$ cat config.mk
export PLATFORM = sky130hd
export DESIGN_NAME = alu_issue
export DESIGN_NICKNAME = d
export VERILOG_FILES = /design/src/rtl/alu_pkg.sv /design/src/rtl/alu_req_fifo.sv /design/src/rtl/alu_issue.sv
export SDC_FILE = /design/constraint.sdc
export NUM_CORES = 1
export LEC_CHECK = 0
export BUFFER_PORTS_ARGS = -buffer_cell sky130_fd_sc_hd__buf_2
export CAP_MARGIN = 20
export CORE_ASPECT_RATIO = 1.1
export CORE_MARGIN = 1
export CORE_UTILIZATION = 44
export DETAILED_ROUTE_END_ITERATION = 7
export PLACE_DENSITY = 0.73
export SETUP_SLACK_MARGIN = 0.05
export SLEW_MARGIN = 20
export SYNTH_ARGS = -nofsm -noshare
export SYNTH_HDL_FRONTEND = slang
export SYNTH_SLANG_ARGS = --single-unit
$ cat constraint.sdc
create_clock -name clk -period 2.6 [get_ports clk]
set_clock_uncertainty 0.15 [all_clocks]
set_input_delay 0.26 -clock clk [delete_from_list [all_inputs] [get_ports clk]]
set_output_delay 0.26 -clock clk [all_outputs]
set_load 0.02 [all_outputs]
$ cat src/rtl/alu_pkg.sv
// Shared types for the ALU issue stage: opcode encoding and the queued request format.
package alu_pkg;

    localparam int unsigned ALU_WIDTH = 32;

    typedef enum logic [2:0] {
        ALU_AND  = 3'b000,
        ALU_OR   = 3'b001,
        ALU_ADD  = 3'b010,
        ALU_ANDN = 3'b100,
        ALU_ORN  = 3'b101,
        ALU_SUB  = 3'b110,
        ALU_SLT  = 3'b111
    } alu_op_e;

    localparam logic [2:0] ALU_OP_ILLEGAL = 3'b011;

    // op is kept as raw bits so an illegal code can still be queued and dropped later
    typedef struct packed {
        logic [2:0]           op;
        logic [ALU_WIDTH-1:0] a;
        logic [ALU_WIDTH-1:0] b;
    } alu_req_t;

    function automatic logic op_is_legal(input logic [2:0] op);
        return op != ALU_OP_ILLEGAL;
    endfunction

endpackage

$ cat src/rtl/alu_req_fifo.sv
// Show-ahead synchronous FIFO of ALU requests; the head entry is always readable.
module alu_req_fifo
    import alu_pkg::*;
#(
    parameter int unsigned DEPTH = 4
) (
    input  logic                   clk,
    input  logic                   rst,
    input  logic                   i_push,
    input  alu_req_t               i_data,
    input  logic                   i_pop,
    output alu_req_t               o_head,
    output logic [$clog2(DEPTH):0] o_count
);

    localparam int unsigned PW = $clog2(DEPTH);

    alu_req_t          r_mem [DEPTH];
    logic [PW-1:0]     r_wr_ptr;
    logic [PW-1:0]     r_rd_ptr;
    logic [PW:0]       r_count;

    // Pointers wrap naturally because DEPTH is a power of two
    always_ff @(posedge clk or posedge rst) begin
        if (rst) begin
            r_wr_ptr <= '0;
            r_rd_ptr <= '0;
            r_count  <= '0;
        end else begin
            if (i_push) r_wr_ptr <= r_wr_ptr + 1'b1;
            if (i_pop)  r_rd_ptr <= r_rd_ptr + 1'b1;
            case ({i_push, i_pop})
                2'b10:   r_count <= r_count + 1'b1;
                2'b01:   r_count <= r_count - 1'b1;
                default: r_count <= r_count;
            endcase
        end
    end

    always_ff @(posedge clk) begin
        if (i_push) r_mem[r_wr_ptr] <= i_data;
    end

    assign o_head  = r_mem[r_rd_ptr];
    assign o_count = r_count;

endmodule

$ cat src/rtl/alu_issue.sv
// Issue stage in front of the combinational ALU: request FIFO, illegal-op drop, registered result.
// Optional ALU_ISSUE_STATS_EN adds saturating issue/zero counters.
module alu_issue
    import alu_pkg::*;
#(
    parameter int unsigned DEPTH = 4,
    parameter int unsigned WIDTH = 32
) (
    input  logic                   clk,
    input  logic                   rst,
    input  logic                   in_valid,
    output logic                   in_ready,
    input  logic [2:0]             in_op,
    input  logic [WIDTH-1:0]       in_a,
    input  logic [WIDTH-1:0]       in_b,
    output logic [WIDTH-1:0]       alu_a,
    output logic [WIDTH-1:0]       alu_b,
    output logic [2:0]             alu_f,
    input  logic [WIDTH-1:0]       alu_out,
    input  logic                   alu_zero,
    output logic                   res_valid,
    input  logic                   res_ready,
    output logic [WIDTH-1:0]       res_data,
    output logic                   res_zero,
    output logic [2:0]             res_op,
    output logic                   err_illegal,
    output logic [$clog2(DEPTH):0] fifo_count
`ifdef ALU_ISSUE_STATS_EN
    ,
    output logic [15:0]            stat_issued,
    output logic [15:0]            stat_zero
`endif
);

    localparam logic [$clog2(DEPTH):0] FULL_COUNT = DEPTH[$clog2(DEPTH):0];

    alu_req_t   w_push_req;
    alu_req_t   w_head;
    logic       w_empty;
    logic       w_head_live;
    logic       w_free;
    logic       w_push;
    logic       w_issue;
    logic       w_drop;

    logic             r_res_valid;
    logic [WIDTH-1:0] r_res_data;
    logic             r_res_zero;
    logic [2:0]       r_res_op;
    logic             r_err_illegal;

    // WIDTH must equal ALU_WIDTH so operands map directly onto the request fields
    assign w_push_req.op = in_op;
    assign w_push_req.a  = in_a;
    assign w_push_req.b  = in_b;

    assign in_ready = (fifo_count != FULL_COUNT);
    assign w_push   = in_valid & in_ready;
    assign w_empty  = (fifo_count == '0);
    assign w_free   = ~r_res_valid | res_ready;

    assign w_head_live = ~w_empty & op_is_legal(w_head.op);
    assign w_issue     = w_head_live & w_free;
    assign w_drop      = ~w_empty & ~op_is_legal(w_head.op);

    alu_req_fifo #(
        .DEPTH (DEPTH)
    ) u_fifo (
        .clk     (clk),
        .rst     (rst),
        .i_push  (w_push),
        .i_data  (w_push_req),
        .i_pop   (w_issue | w_drop),
        .o_head  (w_head),
        .o_count (fifo_count)
    );

    // ALU sees zeros unless a legal entry is at the head, so 011 never reaches it
    assign alu_a = w_head_live ? w_head.a  : '0;
    assign alu_b = w_head_live ? w_head.b  : '0;
    assign alu_f = w_head_live ? w_head.op : '0;

    always_ff @(posedge clk or posedge rst) begin
        if (rst) begin
            r_res_valid   <= 1'b0;
            r_res_data    <= '0;
            r_res_zero    <= 1'b0;
            r_res_op      <= '0;
            r_err_illegal <= 1'b0;
        end else begin
            r_err_illegal <= w_drop;
            if (w_issue) begin
                r_res_valid <= 1'b1;
                r_res_data  <= alu_out;
                r_res_zero  <= alu_zero;
                r_res_op    <= w_head.op;
            end else if (res_ready) begin
                r_res_valid <= 1'b0;
            end
        end
    end

    assign res_valid   = r_res_valid;
    assign res_data    = r_res_data;
    assign res_zero    = r_res_zero;
    assign res_op      = r_res_op;
    assign err_illegal = r_err_illegal;

`ifdef ALU_ISSUE_STATS_EN
    logic [15:0] r_stat_issued;
    logic [15:0] r_stat_zero;

    always_ff @(posedge clk or posedge rst) begin
        if (rst) begin
            r_stat_issued <= '0;
            r_stat_zero   <= '0;
        end else if (w_issue) begin
            if (r_stat_issued != '1)           r_stat_issued <= r_stat_issued + 1'b1;
            if (alu_zero && r_stat_zero != '1) r_stat_zero   <= r_stat_zero + 1'b1;
        end
    end

    assign stat_issued = r_stat_issued;
    assign stat_zero   = r_stat_zero;
`else
    // Statistics counters are not built in this configuration.
`endif

endmodule

# Word level (Yosys, flattened, before mapping)
# Memory sizes are Yosys's and may differ from the RTL's.
# Index checks and enable logic that the tools add are counted.
# op_classes
bitwise_logic	9
n_addsub	4
mux	8
n_eq_ne	4
reduce_logical	3
# ops
operator	n
2-to-1 mux 32 bit	2
case mux 3 bit (2 select lines)	1
adder 2 x 1 -> 2 bit, second input constant	2
AND 1 bit	4
2-to-1 mux 1 bit	4
nonzero test 2 bit	2
adder 3 x 1 -> 3 bit, second input constant	1
logical NOT 3 bit	1
2-to-1 mux 3 bit	1
!= test 3 x 2 -> 1 bit, second input constant	1
!= test 3 bit, second input constant	1
inverter 1 bit	3
subtractor 3 x 1 -> 3 bit, second input constant	1
== test 2 x 1 -> 1 bit, second input constant	1
== test 2 bit, second input constant	1
bitwise OR 1 bit	2
# totals
out_inout_bits	109
mem_count	1
in_bits	104
ram_bits	268
ff_bits	45
# memory_table
name	depth	word_bits	read_ports	rd_clocked_by_memory_dff	wr	line	rtl
u_fifo.r_mem	4	67	1	0	1	alu_req_fifo.sv:18	alu_req_t r_mem [DEPTH];

# Logic depth before layout (Yosys ltp)
# depth
depth_word	7
depth_mapped	11
depth_no_buf	10

# Hierarchy
# Synthesis repeated with hierarchy kept, for this count alone.
# hier_totals
cells_unflattened	558
area_unflattened_um2	12031.5
# modules_own_cells
module	instances	area_per_inst_um2	seq_area_each_um2	cells_per_inst
alu_req_fifo	1	10067.2	8222.9	386
alu_issue	1	1964.4	950.9	172

# Worst setup path after synthesis
# No wires, ideal clock.
# synth_path
path_kind	reg-to-reg
from	reg u_fifo.r_count[0], in the netlist u_fifo.o_count[0]
to	mem u_fifo.r_mem[0][0] in the netlist's numbering (enable)
t_required_ps	2017
t_arrival_ps	2542
stages_incl_launch_ff	4
slack_ps	-525
cell_sequence	dfrtp_1 inv_1 nand3_1 and3_1
# synth_between
elab_chain_cells	4
# synth_rtl
item	line	rtl
start, declared	alu_req_fifo.sv:21	logic [PW:0] r_count;
start signal, assigned	alu_req_fifo.sv:33	2'b10: r_count <= r_count + 1'b1;
start signal, assigned	alu_req_fifo.sv:34	2'b01: r_count <= r_count - 1'b1;
start signal, assigned	alu_req_fifo.sv:35	default: r_count <= r_count;
!= test 3 bit	alu_issue.sv:57	assign in_ready = (fifo_count != FULL_COUNT);
via in_ready	alu_issue.sv:12	output logic in_ready,
AND 1 bit	alu_issue.sv:58	assign w_push = in_valid & in_ready;
2-to-1 mux 1 bit	alu_req_fifo.sv:41	if (i_push) r_mem[r_wr_ptr] <= i_data;
2-to-1 mux 1 bit (implied by the code)	alu_req_fifo.sv:41	
end, declared	alu_req_fifo.sv:18	
# The timed path passes the listed nets, and every way through them passes these cells.

# Worst setup path in the final report
# layout_path
from	reg u_fifo.r_rd_ptr[0]
to	out alu_a[14]
# layout_between
elab_chain_cells	4
# layout_rtl
item	line	rtl
start, declared	alu_req_fifo.sv:20	logic [PW-1:0] r_rd_ptr;
start signal, assigned	alu_req_fifo.sv:31	if (i_pop) r_rd_ptr <= r_rd_ptr + 1'b1;
memory read (4 x 67 bit) *	--	
!= test 3 x 2 -> 1 bit	alu_pkg.sv:26	return op != ALU_OP_ILLEGAL;
AND 1 bit	alu_issue.sv:62	assign w_head_live = ~w_empty & op_is_legal(w_head.op);
2-to-1 mux 32 bit *	alu_issue.sv:79	assign alu_a = w_head_live ? w_head.a : '0;
end, declared	alu_issue.sv:16	output logic [WIDTH-1:0] alu_a,
# Mark *: on every way between the ends. The rest lies on a longest branch, timed or not.

==> results.sh <==
export IMPL_outcome="finished with violations"
export IMPL_violations="negative setup slack"
export IMPL_routed_wl_mm=28.6
export IMPL_reg2reg_setup_slack_ns=-0.14
export IMPL_synth_edf_count=268
export IMPL_drc=0
export IMPL_setup_viol=87
export IMPL_clkLatencyLatePin_ns=0.56
export IMPL_grt_max_degree=68
export IMPL_die_area_sq_mm=0.0283
export IMPL_fmax_mhz=349
export IMPL_crit_required_ns=2.19
export IMPL_grt_overflow=0
export IMPL_avgSynthCellArea_sq_um=21.4
export IMPL_syn2layout_area_growth_pct=37.8
export IMPL_drtIter0Drc=494
export IMPL_worst_pin_slew_ns=0.679
export IMPL_viasPerCell=5.27
export IMPL_period_minus_slack_ns=2.86
export IMPL_clockRootBuffer="clkbuf_16"
export IMPL_design_area_sq_mm=0.0168
export IMPL_rr_endpoint="u_fifo.o_count[2]"
export IMPL_hp_class="in2async"
export IMPL_ys_warn_count=0
export IMPL_cts_sinks=313
export IMPL_clk_pin_slew_worst_paths_ns=0.06
export IMPL_synth_seq_cells=313
export IMPL_async_flop_share_pct=14.4
export IMPL_synth_top_area_share_pct=66.1
export IMPL_drtAntennaViolNets=0
export IMPL_htreeDepth=1
export IMPL_regToRegStartpoint="u_fifo.r_rd_ptr[0]"
export IMPL_ys_types=33
export IMPL_hold_viol_final=0
export IMPL_rsz0062_at_grt="yes"
export IMPL_synth_area_top_cells="edfxtp_1 (66%), mux4_2 (12%), dfrtp_1 (9.3%)"
export IMPL_final_cell_mix="edfxtp_1 (268), buf_2 (146), dlygate4sd3_1 (103)"
export IMPL_numCtsBuffers=31
export IMPL_place_congestion=0.749
export IMPL_finalCritPeriodShare_pct=110
export IMPL_avgRoutedWirePerCell_microns=22.0
export IMPL_hpwlAfterDp_mm=13.5
export IMPL_path_max_fanout=8
export IMPL_power_leakage_nw=6.35
export IMPL_clockBufferDepth=3
export IMPL_track_usage_pct=19.4
export IMPL_maxSlewViolCount=0
export IMPL_cp_slowest_stage_delay_ns=0.49
export IMPL_cts_tree="done"
export IMPL_maxCapViolCount=0
export IMPL_synth_fp_nets=678
export IMPL_p_per_area_mw_per_mm2=1340
export IMPL_antenna_found_initial=1
export IMPL_rows=63
export IMPL_vdd_ir_drop_max_mv=0.825
export IMPL_yosys_area_top_type="edfxtp_1"
export IMPL_dpl_cell_area_sq_mm=0.0137
export IMPL_nets=1030
export IMPL_crit_buf_inv=4
export IMPL_dieHeight_microns=176
export IMPL_vias=6853
export IMPL_syn_area_sq_mm=0.0122
export IMPL_critPathKind="reg2out"
export IMPL_dieWidth_microns=161
export IMPL_core_area_sq_mm=0.0270
export IMPL_final_common_cell="edfxtp_1"
export IMPL_n_antenna_cell=0
export IMPL_cpMostUsedCell="buf_6"
export IMPL_portBuffers=212
export IMPL_drt_first_pass_iters=7
export IMPL_endpoint_kind="output pin"
export IMPL_critPathTopFamily="buffers and inverters"
export IMPL_synthFlopType="edfxtp_1"
export IMPL_crit_slowest_cell="dfrtp_4"
export IMPL_pre_cts_ws_ns=0.0676
export IMPL_ff2ff_path_depth=11
export IMPL_worst_ep_arrival_time_ns=2.45
export IMPL_cp_start_kind="register"
export IMPL_path_cells="buf_6 > mux4_2 > nand3b_4 > buf_8 > clkbuf_16 > and3_1 > buf_6"
export IMPL_ys_seq_area_share_pct=75.4
export IMPL_fin_ws_ns=-0.261
export IMPL_synthCells=568
export IMPL_grt_pass1_wl_mm=41.5
export IMPL_boundaryPins=213
export IMPL_slew_limit_headroom_pct=54.7
export IMPL_first_global_vias=7211
export IMPL_start_util_pct=45.0
export IMPL_drive_gt1_share_pct=47.6
stage by stage:
step / total power [mW] / TNS, ns / std cells / hold slack [ns] / util (%)
finish: 22.4 / -15.28 / 1300 / 0.243 / 62.0
global route: 23.4 / -24.26 / 1300 / 0.281 / 62.0
CTS: 21.5 / -17.84 / 1292 / 0.187 / 60.5
detailed placement: 15.5 / 0 / 1119 / 0.235 / 50.8
global placement: 15.4 / 0 / 1119 / 0.238 / 50.8
floorplan: 12.9 / -0.0374 / 568 / 0.209 / -
synthesized netlist by cell type, types with 2 or more instances:
cell      instances
nor2_1            5
mux4_2           67
buf_2            10
buf_8             3
xnor2_1           2
and2_1            2
a21oi_1           4
ha_1              5
mux2_4           29
inv_1             7
o21ai_0           2
mux2_1            6
nand2_1           4
clkbuf_1         17
dfrtp_1          45
xor2_1            4
buf_1             2
nand2b_1          3
and3_1           68
mux2i_1           3
edfxtp_1        268
layout make-up:
type	count	area (sq um)
well taps	357	447
clock buffers	38	802
fillers	1832	10300
flip-flops and latches	313	9180
repair buffers	352	3130
inverters	7	26.3
clock inverters	18	85.1
multi-input cells	215	3090
flip-flops by register name, indices dropped and copies added (netlist names):
name,cells
u_fifo.r_mem,268
res_data,32
res_op,3
u_fifo.o_count,3
u_fifo.r_rd_ptr,2
u_fifo.r_wr_ptr,2
err_illegal,1
res_valid,1
res_zero,1
logic make-up after synthesis:
logic type,share of synthesized area [%]
DFF,75.4
muxes,16.9
and+or+nand+nor,4.47
buffers and inverters,1.64
AOI/OAI and AO/OA,0.524
xor gates and xnor gates,0.432
adders and majority gates,0.679
worst max-delay path by stage:
| stage | endpoint | cells past startpoint | from |
|---|---|---|---|
| floorplan | u_fifo.o_count[2] | 11 | u_fifo.r_rd_ptr[0] |
| global placement | u_fifo.o_count[2] | 9 | u_fifo.r_rd_ptr[0] |
| detailed placement | u_fifo.o_count[2] | 9 | u_fifo.r_rd_ptr[0] |
| CTS | alu_b[13] | 7 | u_fifo.r_rd_ptr[0] |
| global route | alu_b[30] | 7 | u_fifo.r_rd_ptr[0] |
| finish | alu_a[14] | 7 | u_fifo.r_rd_ptr[0] |
routing by layer:
metal  routed length (microns)  vias up  GRT usage [%]
met5                        13        -              0
met4                       614        2           5.28
met1                     11700     3511           25.2
met3                      1910       46           3.66
met2                     14300      275           33.4
li1                          -     3019              -
where the power goes:
group          internal (mW)  switching [mW]  total (mW)
Sequential              6.78           0.414        7.20
Clock                   2.17            1.79        3.96
Combinational           5.82            5.46        11.3
tightest hold or removal path, cell delays in order:
cell	delay, ns
dlygate4sd3_1	0.55
buf_2	0.13
inv_1	0.49
repair_timing:
action                                  4_1_cts  5_1_grt
pin swaps                                     4        2
cloned                                        6        6
endpoints found under the setup margin       67      100
hold buffers                                103        0
buffers inserted                              9        2
gates resized for setup                     140       59
hold endpoints to repair                    320        0
(Power assumes the default switching activity.)
